===== src/rtl/run_sequencer_pkg.sv =====
// run_seq_pkg: shared types and defaults for the 3BC run sequencer.
//   - state_e      : run controller state encoding (IDLE, ARM, RUN, DONE)
//   - DEF_PC_W     : default program counter width
//   - DEF_CYC_W    : default cycle counter width
//   - DEF_PROGn_BASE : first instruction address of each resident program
//   - NUM_PROGS    : number of resident programs
//   - next_prog()  : round-robin program index advance (0 -> 1 -> 2 -> 0)
package run_seq_pkg;

  typedef enum logic [1:0] {
    IDLE = 2'd0,
    ARM  = 2'd1,
    RUN  = 2'd2,
    DONE = 2'd3
  } state_e;

  localparam int DEF_PC_W  = 11;
  localparam int DEF_CYC_W = 16;

  localparam logic [10:0] DEF_PROG0_BASE = 11'd0;
  localparam logic [10:0] DEF_PROG1_BASE = 11'd256;
  localparam logic [10:0] DEF_PROG2_BASE = 11'd512;

  localparam int          NUM_PROGS = 3;
  localparam logic [1:0]  LAST_PROG = 2'(NUM_PROGS - 1);

  function automatic logic [1:0] next_prog(input logic [1:0] cur);
    return (cur == LAST_PROG) ? 2'd0 : cur + 2'd1;
  endfunction

endpackage


===== src/rtl/run_sequencer_if.sv =====
// run_sequencer_if: handshake/status bundle between the run sequencer and
// its environment (testbench Start pin, Ctrl halt flag, PC controls).
//   Start, HaltReq           : driven by the environment (master)
//   PcEn, PcLoad, PcLoadAddr : program counter controls (from sequencer)
//   ProgSel, Ack, Busy       : run status (from sequencer)
//   CycleCt, Timeout         : run statistics (from sequencer)
// Modports: master = environment side, slave = sequencer side.
interface run_sequencer_if
  import run_seq_pkg::*;
#(
  parameter int PC_W  = DEF_PC_W,
  parameter int CYC_W = DEF_CYC_W
);

  logic             Start;
  logic             HaltReq;
  logic             PcEn;
  logic             PcLoad;
  logic [PC_W-1:0]  PcLoadAddr;
  logic [1:0]       ProgSel;
  logic             Ack;
  logic             Busy;
  logic [CYC_W-1:0] CycleCt;
  logic             Timeout;

  modport master (
    output Start, HaltReq,
    input  PcEn, PcLoad, PcLoadAddr, ProgSel, Ack, Busy, CycleCt, Timeout
  );

  modport slave (
    input  Start, HaltReq,
    output PcEn, PcLoad, PcLoadAddr, ProgSel, Ack, Busy, CycleCt, Timeout
  );

endinterface


===== src/rtl/run_sequencer_sat_counter.sv =====
// sat_counter: WIDTH-bit up counter with synchronous clear and enable that
// sticks at all-ones instead of wrapping.
//   Clk, Reset : clock and synchronous active-high reset
//   clr        : clear to zero (wins over en)
//   en         : count up by one
//   count      : current value
//   tc         : high while count equals TC_VALUE
module sat_counter #(
  parameter int               WIDTH    = 16,
  parameter logic [WIDTH-1:0] TC_VALUE = '1
) (
  input  logic             Clk,
  input  logic             Reset,
  input  logic             clr,
  input  logic             en,
  output logic [WIDTH-1:0] count,
  output logic             tc
);

  logic [WIDTH-1:0] count_q, count_d;

  always_comb begin
    count_d = count_q;
    if (clr) begin
      count_d = '0;
    end else if (en && (count_q != '1)) begin
      count_d = count_q + 1'b1;
    end
  end

  always_ff @(posedge Clk) begin
    if (Reset) begin
      count_q <= '0;
    end else begin
      count_q <= count_d;
    end
  end

  assign count = count_q;
  assign tc    = (count_q == TC_VALUE);

endmodule


===== src/rtl/run_sequencer.sv =====
// run_sequencer: Start/Ack run controller for the 3BC processor.
// Selects one of three resident programs, loads its base address into the
// PC while armed, gates PC advance while running and counts run cycles.
//   Clk, Reset : clock (posedge) and synchronous active-high reset
//   bus        : run_sequencer_if.slave (Start, HaltReq in; PcEn, PcLoad,
//                PcLoadAddr, ProgSel, Ack, Busy, CycleCt, Timeout out)
// Build option: define WATCHDOG_EN to end a run once CycleCt reaches
// WDOG_LIMIT and flag it on Timeout; otherwise Timeout is tied low.
module run_sequencer
  import run_seq_pkg::*;
#(
  parameter int               PC_W       = DEF_PC_W,
  parameter int               CYC_W      = DEF_CYC_W,
  parameter logic [PC_W-1:0]  PROG0_BASE = PC_W'(DEF_PROG0_BASE),
  parameter logic [PC_W-1:0]  PROG1_BASE = PC_W'(DEF_PROG1_BASE),
  parameter logic [PC_W-1:0]  PROG2_BASE = PC_W'(DEF_PROG2_BASE),
  parameter logic [CYC_W-1:0] WDOG_LIMIT = '1
) (
  input logic             Clk,
  input logic             Reset,
  run_sequencer_if.slave  bus
);

  state_e      state_q, state_d;
  logic [1:0]  prog_sel_q, prog_sel_d;
  logic        ct_clr, ct_en;
  logic        wdog_tc;
  logic        wdog_exit;

`ifdef WATCHDOG_EN
  localparam logic WDOG_ON = 1'b1;
`else
  localparam logic WDOG_ON = 1'b0;
`endif

  // The terminal count fires one cycle before the limit so the run ends
  // with CycleCt landing exactly on WDOG_LIMIT.
  sat_counter #(
    .WIDTH    (CYC_W),
    .TC_VALUE (CYC_W'(WDOG_LIMIT - 1'b1))
  ) u_cycle_ct (
    .Clk   (Clk),
    .Reset (Reset),
    .clr   (ct_clr),
    .en    (ct_en),
    .count (bus.CycleCt),
    .tc    (wdog_tc)
  );

  // A real halt on the same cycle is reported as a normal finish.
  assign wdog_exit = WDOG_ON && wdog_tc && !bus.HaltReq;

  // Next-state logic: abort via Start beats halt, halt beats the watchdog.
  always_comb begin
    state_d    = state_q;
    prog_sel_d = prog_sel_q;
    ct_clr     = 1'b0;
    ct_en      = 1'b0;
    case (state_q)
      IDLE: begin
        if (bus.Start) state_d = ARM;
      end
      ARM: begin
        ct_clr = 1'b1;
        if (!bus.Start) state_d = RUN;
      end
      RUN: begin
        ct_en = 1'b1;
        if (bus.Start) begin
          state_d = ARM;
        end else if (bus.HaltReq || wdog_exit) begin
          state_d = DONE;
        end
      end
      DONE: begin
        if (bus.Start) begin
          state_d    = ARM;
          prog_sel_d = next_prog(prog_sel_q);
        end
      end
      default: state_d = IDLE;
    endcase
  end

  always_ff @(posedge Clk) begin
    if (Reset) begin
      state_q    <= IDLE;
      prog_sel_q <= 2'd0;
    end else begin
      state_q    <= state_d;
      prog_sel_q <= prog_sel_d;
    end
  end

`ifdef WATCHDOG_EN
  logic timeout_q, timeout_d;

  // Timeout is sticky from the watchdog exit until the next ARM.
  always_comb begin
    timeout_d = timeout_q;
    if (state_q == ARM) begin
      timeout_d = 1'b0;
    end else if ((state_q == RUN) && !bus.Start && wdog_exit) begin
      timeout_d = 1'b1;
    end
  end

  always_ff @(posedge Clk) begin
    if (Reset) begin
      timeout_q <= 1'b0;
    end else begin
      timeout_q <= timeout_d;
    end
  end

  assign bus.Timeout = timeout_q;
`else
  assign bus.Timeout = 1'b0;
`endif

  // Base address is always presented so the PC can load in any state.
  always_comb begin
    case (prog_sel_q)
      2'd0:    bus.PcLoadAddr = PROG0_BASE;
      2'd1:    bus.PcLoadAddr = PROG1_BASE;
      2'd2:    bus.PcLoadAddr = PROG2_BASE;
      default: bus.PcLoadAddr = PROG0_BASE;
    endcase
  end

  // PcEn drops combinationally so the PC stays on the halt instruction.
  assign bus.PcEn    = (state_q == RUN) && !bus.HaltReq;
  assign bus.PcLoad  = (state_q == ARM);
  assign bus.Busy    = (state_q == ARM) || (state_q == RUN);
  assign bus.Ack     = (state_q == DONE);
  assign bus.ProgSel = prog_sel_q;

endmodule

===== src/flat_wrapper.sv =====
// flat-port wrapper written by rule: the top's interface ports become plain ports
module run_sequencer_flat import run_seq_pkg::*;
#(
  parameter int               PC_W       = DEF_PC_W,
  parameter int               CYC_W      = DEF_CYC_W,
  parameter logic [PC_W-1:0]  PROG0_BASE = PC_W'(DEF_PROG0_BASE),
  parameter logic [PC_W-1:0]  PROG1_BASE = PC_W'(DEF_PROG1_BASE),
  parameter logic [PC_W-1:0]  PROG2_BASE = PC_W'(DEF_PROG2_BASE),
  parameter logic [CYC_W-1:0] WDOG_LIMIT = '1
)
  (Clk, Reset, bus_Start, bus_HaltReq, bus_PcEn, bus_PcLoad, bus_PcLoadAddr, bus_ProgSel, bus_Ack, bus_Busy, bus_CycleCt, bus_Timeout);
  run_sequencer_if #(.PC_W(PC_W), .CYC_W(CYC_W)) bus_i ();
  input logic Clk;
  input logic Reset;
  input wire logic [$bits(bus_i.Start)-1:0] bus_Start;
  input wire logic [$bits(bus_i.HaltReq)-1:0] bus_HaltReq;
  output wire logic [$bits(bus_i.PcEn)-1:0] bus_PcEn;
  output wire logic [$bits(bus_i.PcLoad)-1:0] bus_PcLoad;
  output wire logic [$bits(bus_i.PcLoadAddr)-1:0] bus_PcLoadAddr;
  output wire logic [$bits(bus_i.ProgSel)-1:0] bus_ProgSel;
  output wire logic [$bits(bus_i.Ack)-1:0] bus_Ack;
  output wire logic [$bits(bus_i.Busy)-1:0] bus_Busy;
  output wire logic [$bits(bus_i.CycleCt)-1:0] bus_CycleCt;
  output wire logic [$bits(bus_i.Timeout)-1:0] bus_Timeout;
  assign bus_i.Start = bus_Start;
  assign bus_i.HaltReq = bus_HaltReq;
  assign bus_PcEn = bus_i.PcEn;
  assign bus_PcLoad = bus_i.PcLoad;
  assign bus_PcLoadAddr = bus_i.PcLoadAddr;
  assign bus_ProgSel = bus_i.ProgSel;
  assign bus_Ack = bus_i.Ack;
  assign bus_Busy = bus_i.Busy;
  assign bus_CycleCt = bus_i.CycleCt;
  assign bus_Timeout = bus_i.Timeout;
  run_sequencer #(.PC_W(PC_W), .CYC_W(CYC_W), .PROG0_BASE(PROG0_BASE), .PROG1_BASE(PROG1_BASE), .PROG2_BASE(PROG2_BASE), .WDOG_LIMIT(WDOG_LIMIT)) u_core (.Clk(Clk), .Reset(Reset), .bus(bus_i));
endmodule

===== config.mk =====
export PLATFORM = sky130hd
export DESIGN_NAME = run_sequencer_flat
export DESIGN_NICKNAME = d
export VERILOG_FILES = /design/src/rtl/run_sequencer_pkg.sv /design/src/rtl/run_sequencer_if.sv /design/src/rtl/run_sequencer_sat_counter.sv /design/src/rtl/run_sequencer.sv /design/src/flat_wrapper.sv
export SDC_FILE = /design/constraint.sdc
export NUM_CORES = 1
export LEC_CHECK = 0
export CORE_MARGIN = 4
export CORE_UTILIZATION = 45
export DETAILED_ROUTE_END_ITERATION = 6
export PLACE_DENSITY_LB_ADDON = 0.3
export SLEW_MARGIN = 40
export SYNTH_ARGS = -nofsm -noshare
export SYNTH_HDL_FRONTEND = slang
export SYNTH_HIERARCHICAL = 1
export SYNTH_SLANG_ARGS = --single-unit

===== constraint.sdc =====
create_clock -name Clk -period 5.3 [get_ports Clk]
set_input_delay 1.59 -clock Clk [delete_from_list [all_inputs] [get_ports Clk]]
set_output_delay 1.59 -clock Clk [all_outputs]
set_load 0.005 [all_outputs]

==> results.md <==
- CTS root buf: clkbuf_4
- Hold Crit Class: flip-flop to flip-flop
- # nets final: 175
- Final setup fails: 0
- IO Pins: 38
- Resized cells post-CTS: 0
- Setup_tns: 0 ns
- Register area: 400 um2
- Setup slack at placement: 1.02 ns
- Syn avg cell area: 8.78 um2
- Vias in the first global route: 1011
- Gr usage total: 15.2%
- Fmax: 0.234 GHz
- CP Max Fanout: 3
- Gr ovfl total: 0
- First-pass GRT wire length: 4210 um
- Clock latency on the worst-skew pair: 0.30 ns
- Cell count after synthesis: 136
- Port bufs: 27
- 1st-iter DRT viols: 28
- GPL Wtd Cong: 0.751
- Worst-Margin Slew: 0.491 ns
- Rel. slew slack: 67.1%
- Total CTS buffers: 3
- Hold_buf cts: 0
- Final worst slack: 1.02 ns
- Antenna-violating nets left: 0
- Post-route DRC: 0
- CP dominant cell by count: clkdlybuf4s50_1
- Min cycle time layout: 4.28 ns
- Fraction of layout cells with a size suffix above 1: 9.76%
- CTS tree: yes
- Setup CP Type: input port to primary output
- VDD IR max: 0.210 mV
- Unrepaired setup endpoints after global routing: no
- Util after Layout: 59.7%
- Chip height: 59.5 um
- Yosys warns: 6
- Core area: 2500 um2
- Footprint of the multi-input gates: 721 um2
- Area delta synth->final: 24.9%
- Detailed placement HPWL: 1900 um
- Antenna cells: 0
- Clock sinks: 20
- Via count: 1089
- Htree depth: 1
- Power Density: 271 nW/um2
- Die W: 59.5 um
- Critical path endpoint category: primary output
- Max Cap Viol: 0
- Synthesized area: 1190 um2
- Critical path data arrival time: 2.69 ns
- Num rows: 18
- CP Launch Type: input port
- Routed wire per std cell: 13.1 um
- Slowest CP cell: clkdlybuf4s50_1
- Clock buffer depth: 2
- Reg clk slew, reported paths: 0.11 ns
- Worst Skew: 0.00772 ns
- Buffer count from post-CTS setup fixing: 0
- DR vias/cell: 5.61
- Die Area: 3540 um2
- Crit-path max cell delay: 0.51 ns
- Slew Viols, Final: 0
- CP Data Required Time: 3.71 ns
- # fillers: 226
- Tot Pwr: 0.405 mW
- Pin count of the biggest net entering global routing: 15
- Drt pass-1 iters: 4
- Initial antenna violation count: 0
- Routed wire length: 2530 um
- Outcome: complete, no violations
- Starting Density: 47.7%
- Final hold viol count: 0
- Cell-by-cell trace of the critical path: clkdlybuf4s50_1 -> nor2b_4 -> clkdlybuf4s50_1
- Post-route clock period utilization: 80.7%
- Leak: 0.551 nW
-- through the flow --
step / cell area [um2] / cells / hold WS [ns]
2_1_floorplan: 1230 / 145 / 0.477
3_3_place_gp: 1460 / 190 / 0.493
3_5_place_dp: 1460 / 190 / 0.505
4_1_cts: 1490 / 194 / 0.522
5_1_grt: 1490 / 194 / 0.552
6_report: 1490 / 194 / 0.518
-- state kept, by name, summed over array words and instances (netlist names) --
name	count
u_core/u_cycle_ct/count	16
u_core/bus.ProgSel	2
u_core/state_q	2
-- final timing paths --
path                         startpoint                          end  slack (ns)  cells after the start
max                         bus_HaltReq                     bus_PcEn        1.02                      3
min          u_core/u_cycle_ct/count[1]   u_core/u_cycle_ct/count[1]        0.52                      2
min reg2reg  u_core/u_cycle_ct/count[1]   u_core/u_cycle_ct/count[1]        0.52                      2
max reg2reg           u_core/state_q[0]  u_core/u_cycle_ct/count[15]        3.26                      6
-- layout by cell type (no fill, tap or decap), types with 2 or more instances in the layout --
cell	count
o21ai_0	6
or2_2	3
nor4_1	2
inv_1	5
nand3_1	3
nand4_1	5
nor2b_1	2
o41ai_1	2
or4_1	3
mux2i_1	4
clkbuf_4	3
conb_1	10
nor2_1	8
or3_1	10
a31oi_1	2
a21oi_1	10
ha_1	6
nand2_1	9
xnor2_1	3
clkdlybuf4s50_1	27
o31ai_1	3
dfxtp_1	20
-- cell type report --
cell class,instances,area share (%)
multi-input combinational,107,48.3
sequential,20,26.8
timing repair buffer,28,18.6
tap,30,2.52
clock buffer,4,2.43
inverter,5,1.26
-- critical path, delay by kind of cell --
family        cells  cell delay [ns]
simple gates      1             0.14
buf+inv           2             0.96
-- report_power, final --
part,total (mW),internal [mW],switching (mW)
logic,0.144,0.0719,0.0718
registers,0.172,0.161,0.0110
clock network,0.0895,0.0418,0.0476
-- routing by layer --
metal,routed length (um),up-vias,GRT usage [%],part of all wire [%]
met3,126,2,3.05,5.0
met1,1060,524,17.5,42
li1,-,536,-,-
met4,14,0,6.33,0.55
met2,1330,27,27.0,52
met5,0,-,0,0
Power figures use the tool's default switching activity.
